==> config.mk <==
export PLATFORM = sky130hd
export DESIGN_NAME = hilo_mdu_ctrl
export DESIGN_NICKNAME = d
export VERILOG_FILES = /design/src/rtl/hilo_mdu_ctrl_pkg.sv /design/src/rtl/hilo_mdu_ctrl_div_step.sv /design/src/rtl/hilo_mdu_ctrl.sv
export SDC_FILE = /design/constraint.sdc
export NUM_CORES = 2
export LEC_CHECK = 0
export BUFFER_PORTS_ARGS = -buffer_cell sky130_fd_sc_hd__buf_4
export CAP_MARGIN = 20
export CORE_UTILIZATION = 30
export CTS_BUF_LIST = sky130_fd_sc_hd__clkbuf_4 sky130_fd_sc_hd__clkbuf_8
export CTS_CLUSTER_DIAMETER = 50
export DETAILED_ROUTE_END_ITERATION = 10
export GPL_ROUTABILITY_DRIVEN = 0
export GPL_TIMING_DRIVEN = 0
export SYNTH_ARGS = -nofsm -noshare
export SYNTH_HDL_FRONTEND = slang
export SYNTH_SLANG_ARGS = --single-unit
==> constraint.sdc <==
create_clock -name clock -period 21.3 [get_ports clock]
set_input_delay 1.065 -clock clock [delete_from_list [all_inputs] [get_ports clock]]
set_output_delay 1.065 -clock clock [all_outputs]
set_load 0.01 [all_outputs]
==> src/rtl/hilo_mdu_ctrl_pkg.sv <==
`default_nettype none
// ============================================================================
// Module  : hilo_mdu_ctrl_pkg
// Brief   : Operation codes, FSM state codes and op-class helpers shared by
//           the HI/LO multiply/divide sequencer.
// Revision: 1.0 - initial release
// ============================================================================
package hilo_mdu_ctrl_pkg;

    // HI/LO operation codes presented by EX
    localparam logic [2:0] MDU_OP_MULT  = 3'd0;
    localparam logic [2:0] MDU_OP_MULTU = 3'd1;
    localparam logic [2:0] MDU_OP_DIV   = 3'd2;
    localparam logic [2:0] MDU_OP_DIVU  = 3'd3;
    localparam logic [2:0] MDU_OP_MTHI  = 3'd4;
    localparam logic [2:0] MDU_OP_MTLO  = 3'd5;

    // Sequencer state codes
    localparam logic [1:0] MDU_IDLE = 2'd0;
    localparam logic [1:0] MDU_MUL  = 2'd1;
    localparam logic [1:0] MDU_DIV  = 2'd2;
    localparam logic [1:0] MDU_DONE = 2'd3;

    // Multiplies and divides are the multi-cycle ops that hold the pipeline
    function automatic logic is_muldiv(input logic [2:0] op);
        return (op <= MDU_OP_DIVU);
    endfunction

    // Codes 6 and 7 are not HI/LO ops and are never accepted
    function automatic logic is_valid_op(input logic [2:0] op);
        return (op <= MDU_OP_MTLO);
    endfunction

endpackage
`default_nettype wire

==> src/rtl/hilo_mdu_ctrl_div_step.sv <==
`default_nettype none
// ============================================================================
// Module  : div_step
// Brief   : One restoring-division iteration. Shifts the {rem,quo} pair left
//           by one, trial-subtracts the divisor from the partial remainder
//           and shifts the resulting quotient bit in at the bottom.
// Revision: 1.0 - initial release
// ============================================================================
module div_step #(
    parameter int DATA_W = 32
) (
    input  logic [2*DATA_W-1:0] rq_in,
    input  logic [DATA_W-1:0]   divisor,
    output logic [2*DATA_W-1:0] rq_out
);

    logic [DATA_W:0]   shifted;
    logic [DATA_W-1:0] diff;
    logic              fits;

    // Partial remainder needs one extra bit after the shift so the compare
    // against the divisor cannot wrap.
    always_comb begin
        shifted = rq_in[2*DATA_W-1:DATA_W-1];
        fits    = (shifted >= {1'b0, divisor});
        diff    = shifted[DATA_W-1:0] - divisor;
        rq_out  = {(fits ? diff : shifted[DATA_W-1:0]),
                   rq_in[DATA_W-2:0], fits};
    end

endmodule
`default_nettype wire

==> src/rtl/hilo_mdu_ctrl.sv <==
`default_nettype none
// ============================================================================
// Module  : hilo_mdu_ctrl
// Brief   : HI/LO sequencer between EX and the HI/LO register file. Runs a
//           pipelined multiply or a DATA_W-step restoring divide, stalls the
//           pipeline while busy and issues one-cycle HI/LO write strobes.
// Revision: 1.0 - initial release
// ============================================================================
import hilo_mdu_ctrl_pkg::*;

module hilo_mdu_ctrl #(
    parameter int DATA_W      = 32,
    parameter int MUL_LATENCY = 2
) (
    input  logic              clock,
    input  logic              reset,
    input  logic              start,
    input  logic [2:0]        op,
    input  logic [DATA_W-1:0] src_a,
    input  logic [DATA_W-1:0] src_b,
    input  logic              flush,
    output logic              stall,
    output logic              writeHi,
    output logic              writeLo,
    output logic [DATA_W-1:0] hi_data_out,
    output logic [DATA_W-1:0] lo_data_out
);

    localparam int CNT_MAX = (DATA_W > MUL_LATENCY) ? DATA_W : MUL_LATENCY;
    localparam int CNT_W   = $clog2(CNT_MAX + 1);

    logic [1:0]          state;
    logic [CNT_W-1:0]    count;
    logic [2:0]          op_q;
    // Multiply: quo_q = multiplicand, dsr_q = multiplier.
    // Divide:   {rem_q,quo_q} = working pair, dsr_q = |divisor|.
    logic [DATA_W-1:0]   rem_q;
    logic [DATA_W-1:0]   quo_q;
    logic [DATA_W-1:0]   dsr_q;
    logic                sign_a;
    logic                sign_b;
    logic [2*DATA_W-1:0] rq_next;
    logic [DATA_W-1:0]   quo_fix;
    logic [DATA_W-1:0]   rem_fix;
    logic                src_signed;

    // Full-width product; operands are extended to 2*DATA_W so the low half
    // of an unsigned multiply is the correct two's-complement result.
    function automatic logic [2*DATA_W-1:0] mul_prod(
        input logic              is_signed,
        input logic [DATA_W-1:0] a,
        input logic [DATA_W-1:0] b
    );
        logic [2*DATA_W-1:0] ea;
        logic [2*DATA_W-1:0] eb;
        ea = {{DATA_W{is_signed & a[DATA_W-1]}}, a};
        eb = {{DATA_W{is_signed & b[DATA_W-1]}}, b};
        return ea * eb;
    endfunction

    div_step #(
        .DATA_W (DATA_W)
    ) u_div_step (
        .rq_in   ({rem_q, quo_q}),
        .divisor (dsr_q),
        .rq_out  (rq_next)
    );

    // Sign fixup of the final iteration: quotient follows sa^sb, remainder
    // follows the dividend.
    always_comb begin
        src_signed = (op == MDU_OP_DIV);
        quo_fix    = (sign_a ^ sign_b) ? -rq_next[DATA_W-1:0] : rq_next[DATA_W-1:0];
        rem_fix    = sign_a ? -rq_next[2*DATA_W-1:DATA_W] : rq_next[2*DATA_W-1:DATA_W];
    end

    // Hold IF..EX from the accept cycle of a mul/div until the result cycle.
    always_comb begin
        stall = 1'b0;
        if (!flush) begin
            if (state == MDU_IDLE)
                stall = start && is_muldiv(op);
            else if (state == MDU_MUL || state == MDU_DIV)
                stall = 1'b1;
        end
    end

    assign writeHi = (state == MDU_DONE) && !flush && (op_q != MDU_OP_MTLO);
    assign writeLo = (state == MDU_DONE) && !flush && (op_q != MDU_OP_MTHI);

    // Sequencer: accept, iterate, load result registers on the last step.
    always_ff @(posedge clock) begin
        if (!reset) begin
            state       <= MDU_IDLE;
            count       <= '0;
            op_q        <= '0;
            rem_q       <= '0;
            quo_q       <= '0;
            dsr_q       <= '0;
            sign_a      <= 1'b0;
            sign_b      <= 1'b0;
            hi_data_out <= '0;
            lo_data_out <= '0;
        end else if (flush) begin
            state <= MDU_IDLE;
            count <= '0;
        end else begin
            case (state)
                MDU_IDLE: begin
                    if (start && is_valid_op(op)) begin
                        op_q <= op;
                        if (op == MDU_OP_MTHI) begin
                            hi_data_out <= src_a;
                            state       <= MDU_DONE;
                        end else if (op == MDU_OP_MTLO) begin
                            lo_data_out <= src_a;
                            state       <= MDU_DONE;
                        end else if (op == MDU_OP_MULT || op == MDU_OP_MULTU) begin
                            quo_q <= src_a;
                            dsr_q <= src_b;
                            if (MUL_LATENCY <= 1) begin
                                {hi_data_out, lo_data_out} <=
                                    mul_prod(op == MDU_OP_MULT, src_a, src_b);
                                state <= MDU_DONE;
                            end else begin
                                count <= CNT_W'(MUL_LATENCY - 1);
                                state <= MDU_MUL;
                            end
                        end else begin
                            sign_a <= src_signed & src_a[DATA_W-1];
                            sign_b <= src_signed & src_b[DATA_W-1];
                            rem_q  <= '0;
                            quo_q  <= (src_signed & src_a[DATA_W-1]) ? -src_a : src_a;
                            dsr_q  <= (src_signed & src_b[DATA_W-1]) ? -src_b : src_b;
                            count  <= CNT_W'(DATA_W);
                            state  <= MDU_DIV;
                        end
                    end
                end
                MDU_MUL: begin
                    if (count == CNT_W'(1)) begin
                        {hi_data_out, lo_data_out} <=
                            mul_prod(op_q == MDU_OP_MULT, quo_q, dsr_q);
                        count <= '0;
                        state <= MDU_DONE;
                    end else begin
                        count <= count - CNT_W'(1);
                    end
                end
                MDU_DIV: begin
                    {rem_q, quo_q} <= rq_next;
                    if (count == CNT_W'(1)) begin
                        hi_data_out <= rem_fix;
                        lo_data_out <= quo_fix;
                        count       <= '0;
                        state       <= MDU_DONE;
                    end else begin
                        count <= count - CNT_W'(1);
                    end
                end
                default: state <= MDU_IDLE;
            endcase
        end
    end

endmodule
`default_nettype wire

==> metrics.cfg <==
[run_status]
status=finished clean

[synthesis]
async_flop_share=0
synth_top_cells_by_count=1207 x inv_1, 1126 x fa_1, 1093 x nand2_1, 318 x clkbuf_1, 256 x ha_1
synth_seq_cells=173
syn_area_per_cell_um2=8.40
yosysMostFrequentCell=inv_1
yosysTopAreaCell=fa_1
netlist_area_um2=51400
synthDistinctLibCells=91
synth.top_cell.area_share=0.439
yosysSeqAreaShare=0.0674
netlist_top_cells_area=fa_1 44%, inv_1 8.8%, nand2_1 8.0%
synthCells=6112
synth_ff_type=dfxtp_1
synth_warnings=0
synth_edf_count=0
synth_fp_nets=7565

[routing]
drt_iter0_drc=5485
num_vias=44900
drc=0
wirelength_um=205000
drtPass1Iterations=9
wl_per_cell_um=24.0
ant_nets=0
vias_per_cell=5.27

[timing]
relSlewSlack=0.101
setup_viol=0
report.final.hold_viol_count=0
finalCriticalPeriod_ns=11.59
rsz0062_at_grt=false
timing.setup.tns_ns=0
max_clock_freq_ghz=0.0863
hold_ws_ns=0.482
finalClockSkew_ns=0.0235
report.final.slew_viol_count=0
setup_ws_ns=9.71
tightest_slew_ns=1.35
fin_crit_sh=0.544

[setup_path]
worst-setup-path-type=reg -> reg
r2r_slack_ns=9.71
crit_fanout=10
crit_arrival_ns=12.02
crit_slowest_cell=fa_1
crit_path_end_kind=flop
r2r_end=hi_data_out[27]
r2r_cells=31
startpoint=op_q[0]
timing.rr.start=op_q[0]
critPathMostFrequentCell=fa_1
required_ns=21.73
slowest_delay_ns=1.00
start_kind=flop

[min_path]
holdPathStages=2
hold_class=reg -> reg
worstHoldEndpoint=hi_data_out[22]
hp-start=hi_data_out[22]

[floorplan]
start_util=0.303
fp-row-count=151
core_area_um2=170000
die_h_um=416
fp.dieW_um=416
ios=138
die-area_um2=173000

[global_route]
grt_max_degree=25
grt_pass1_wl_um=302000
track_usage=0.236
grt.overflow.total=0
antenna_found_initial=21
grt_pass1_vias=45400

[clock_network]
cts_buffer_depth=2
cts_buffers=17
ctsResizeCount=0
clock_latency_ns=0.53
path_clk_slew_ns=0.12
htree_levels=4
cts_root_buf=clkbuf_8
clkSinkCount=173
cts_setup_buffers=0
cts_tree=built
holdBufCountCts=0

[flow_run]
maxCapViolCount=0

[placement]
io_buffer_count=134
dpl_cell_area_um2=55400
dp_hpwl_um=174000
dp_slack_ns=9.86

[pwr]
p_per_area_nw_per_um2=26.7
vdd_drop_max_v=0.0000439
switching_power_w=0.000795
leakagePower_nw=24.4
power_frac_seq=0.232
comb_power_share=0.604
p_int_w=0.000698
clockPowerShare=0.164
switching_share=0.532

[cells_and_area]
finish.instance_area_um2=55800
drive_gt1_frac=0.0394
area_growth_pct=8.71
final_nets=7735

[layer usage]
metal,wire length [µm],share of wire,up-vias,track usage
li1,-,-,19000,-
met1,76300,0.37,22600,0.297
met2,88000,0.43,2700,0.355
met3,21900,0.11,658,0.0581
met4,18300,0.090,12,0.168
met5,80,0.00039,-,0
[power by group through the flow]
stage / registers (W) / clock network (W) / logic (W)
6_report: 0.000347 / 0.000245 / 0.000901
3_5_place_dp: 0.000354 / 0 / 0.000865
2_1_floorplan: 0.000352 / 0 / 0.000521
5_1_grt: 0.000348 / 0.000258 / 0.000950
4_1_cts: 0.000347 / 0.000246 / 0.000871
3_3_place_gp: 0.000353 / 0 / 0.000854
[worst max-delay path by stage]
stage	end	slack (ns)	cells past startpoint
after global routing	hi_data_out[29]	9.31	32
after floorplan	hi_data_out[31]	13.15	31
after global placement	hi_data_out[31]	9.83	32
after detailed placement	hi_data_out[31]	9.86	32
final	hi_data_out[27]	9.71	31
after CTS	hi_data_out[31]	9.80	32
[cell type report]
type | count | area [µm²]
multi-input cells | 4334 | 41800
flip-flops and latches | 173 | 3460
plain buffers | 386 | 1490
inverters | 1219 | 4580
clock inverters | 14 | 145
diodes | 11 | 27.5
repair buffers | 151 | 1270
well taps | 2218 | 2780
clock buffers | 18 | 248
fillers | 17800 | 114000
[cells by family after synthesis]
kind of cell | synth area share
muxes | 0.00397
DFF | 0.0674
xor gates and xnor gates | 0.0355
and+or+nand+nor | 0.171
adders and majority gates | 0.501
AOI/OAI and AO/OA | 0.103
buffers and inverters | 0.118
[layout by cell type, fill, tap and decap left out, drive strengths merged, types with 31 or more instances in the layout]
cell,instances
nand3,40
o211ai,42
a21o,55
xor2,93
o31ai,31
a21boi,40
ha,256
fa,1126
nor3,73
xnor2,115
buf,219
inv,1217
a221oi,39
dfxtp,173
and3,38
and2,254
a21oi,196
o21ai,140
a31oi,34
nand2,1093
nor2b,59
clkbuf,336
o211a,32
nor2,254
[registers in the layout (all words and copies together), names as in the netlist]
signal	flops
count	6
hi_data_out	32
rem_q	32
op_q	3
sign_a	1
lo_data_out	32
dsr_q	32
quo_q	32
sign_b	1
state	2
[metrics by stage]
step	total power, W	util	cells
after floorplan	0.000872	-	6112
after global placement	0.00121	0.325	8464
after detailed placement	0.00122	0.326	8479
after CTS	0.00146	0.329	8511
after global routing	0.00156	0.329	8520
final	0.00149	0.329	8524
[critical path: cells and delay by family (launching register included)]
family,cells,cell delay (ns)
AO/OA/AOI/OAI,7,1.64
XOR/XNOR,1,0.42
adder cells (fa/ha/maj),9,4.74
buffers and inverters,9,2.31
flip-flops,1,0.35
AND/OR/NAND/NOR,5,2.04
Power figures use the tool's default switching activity.
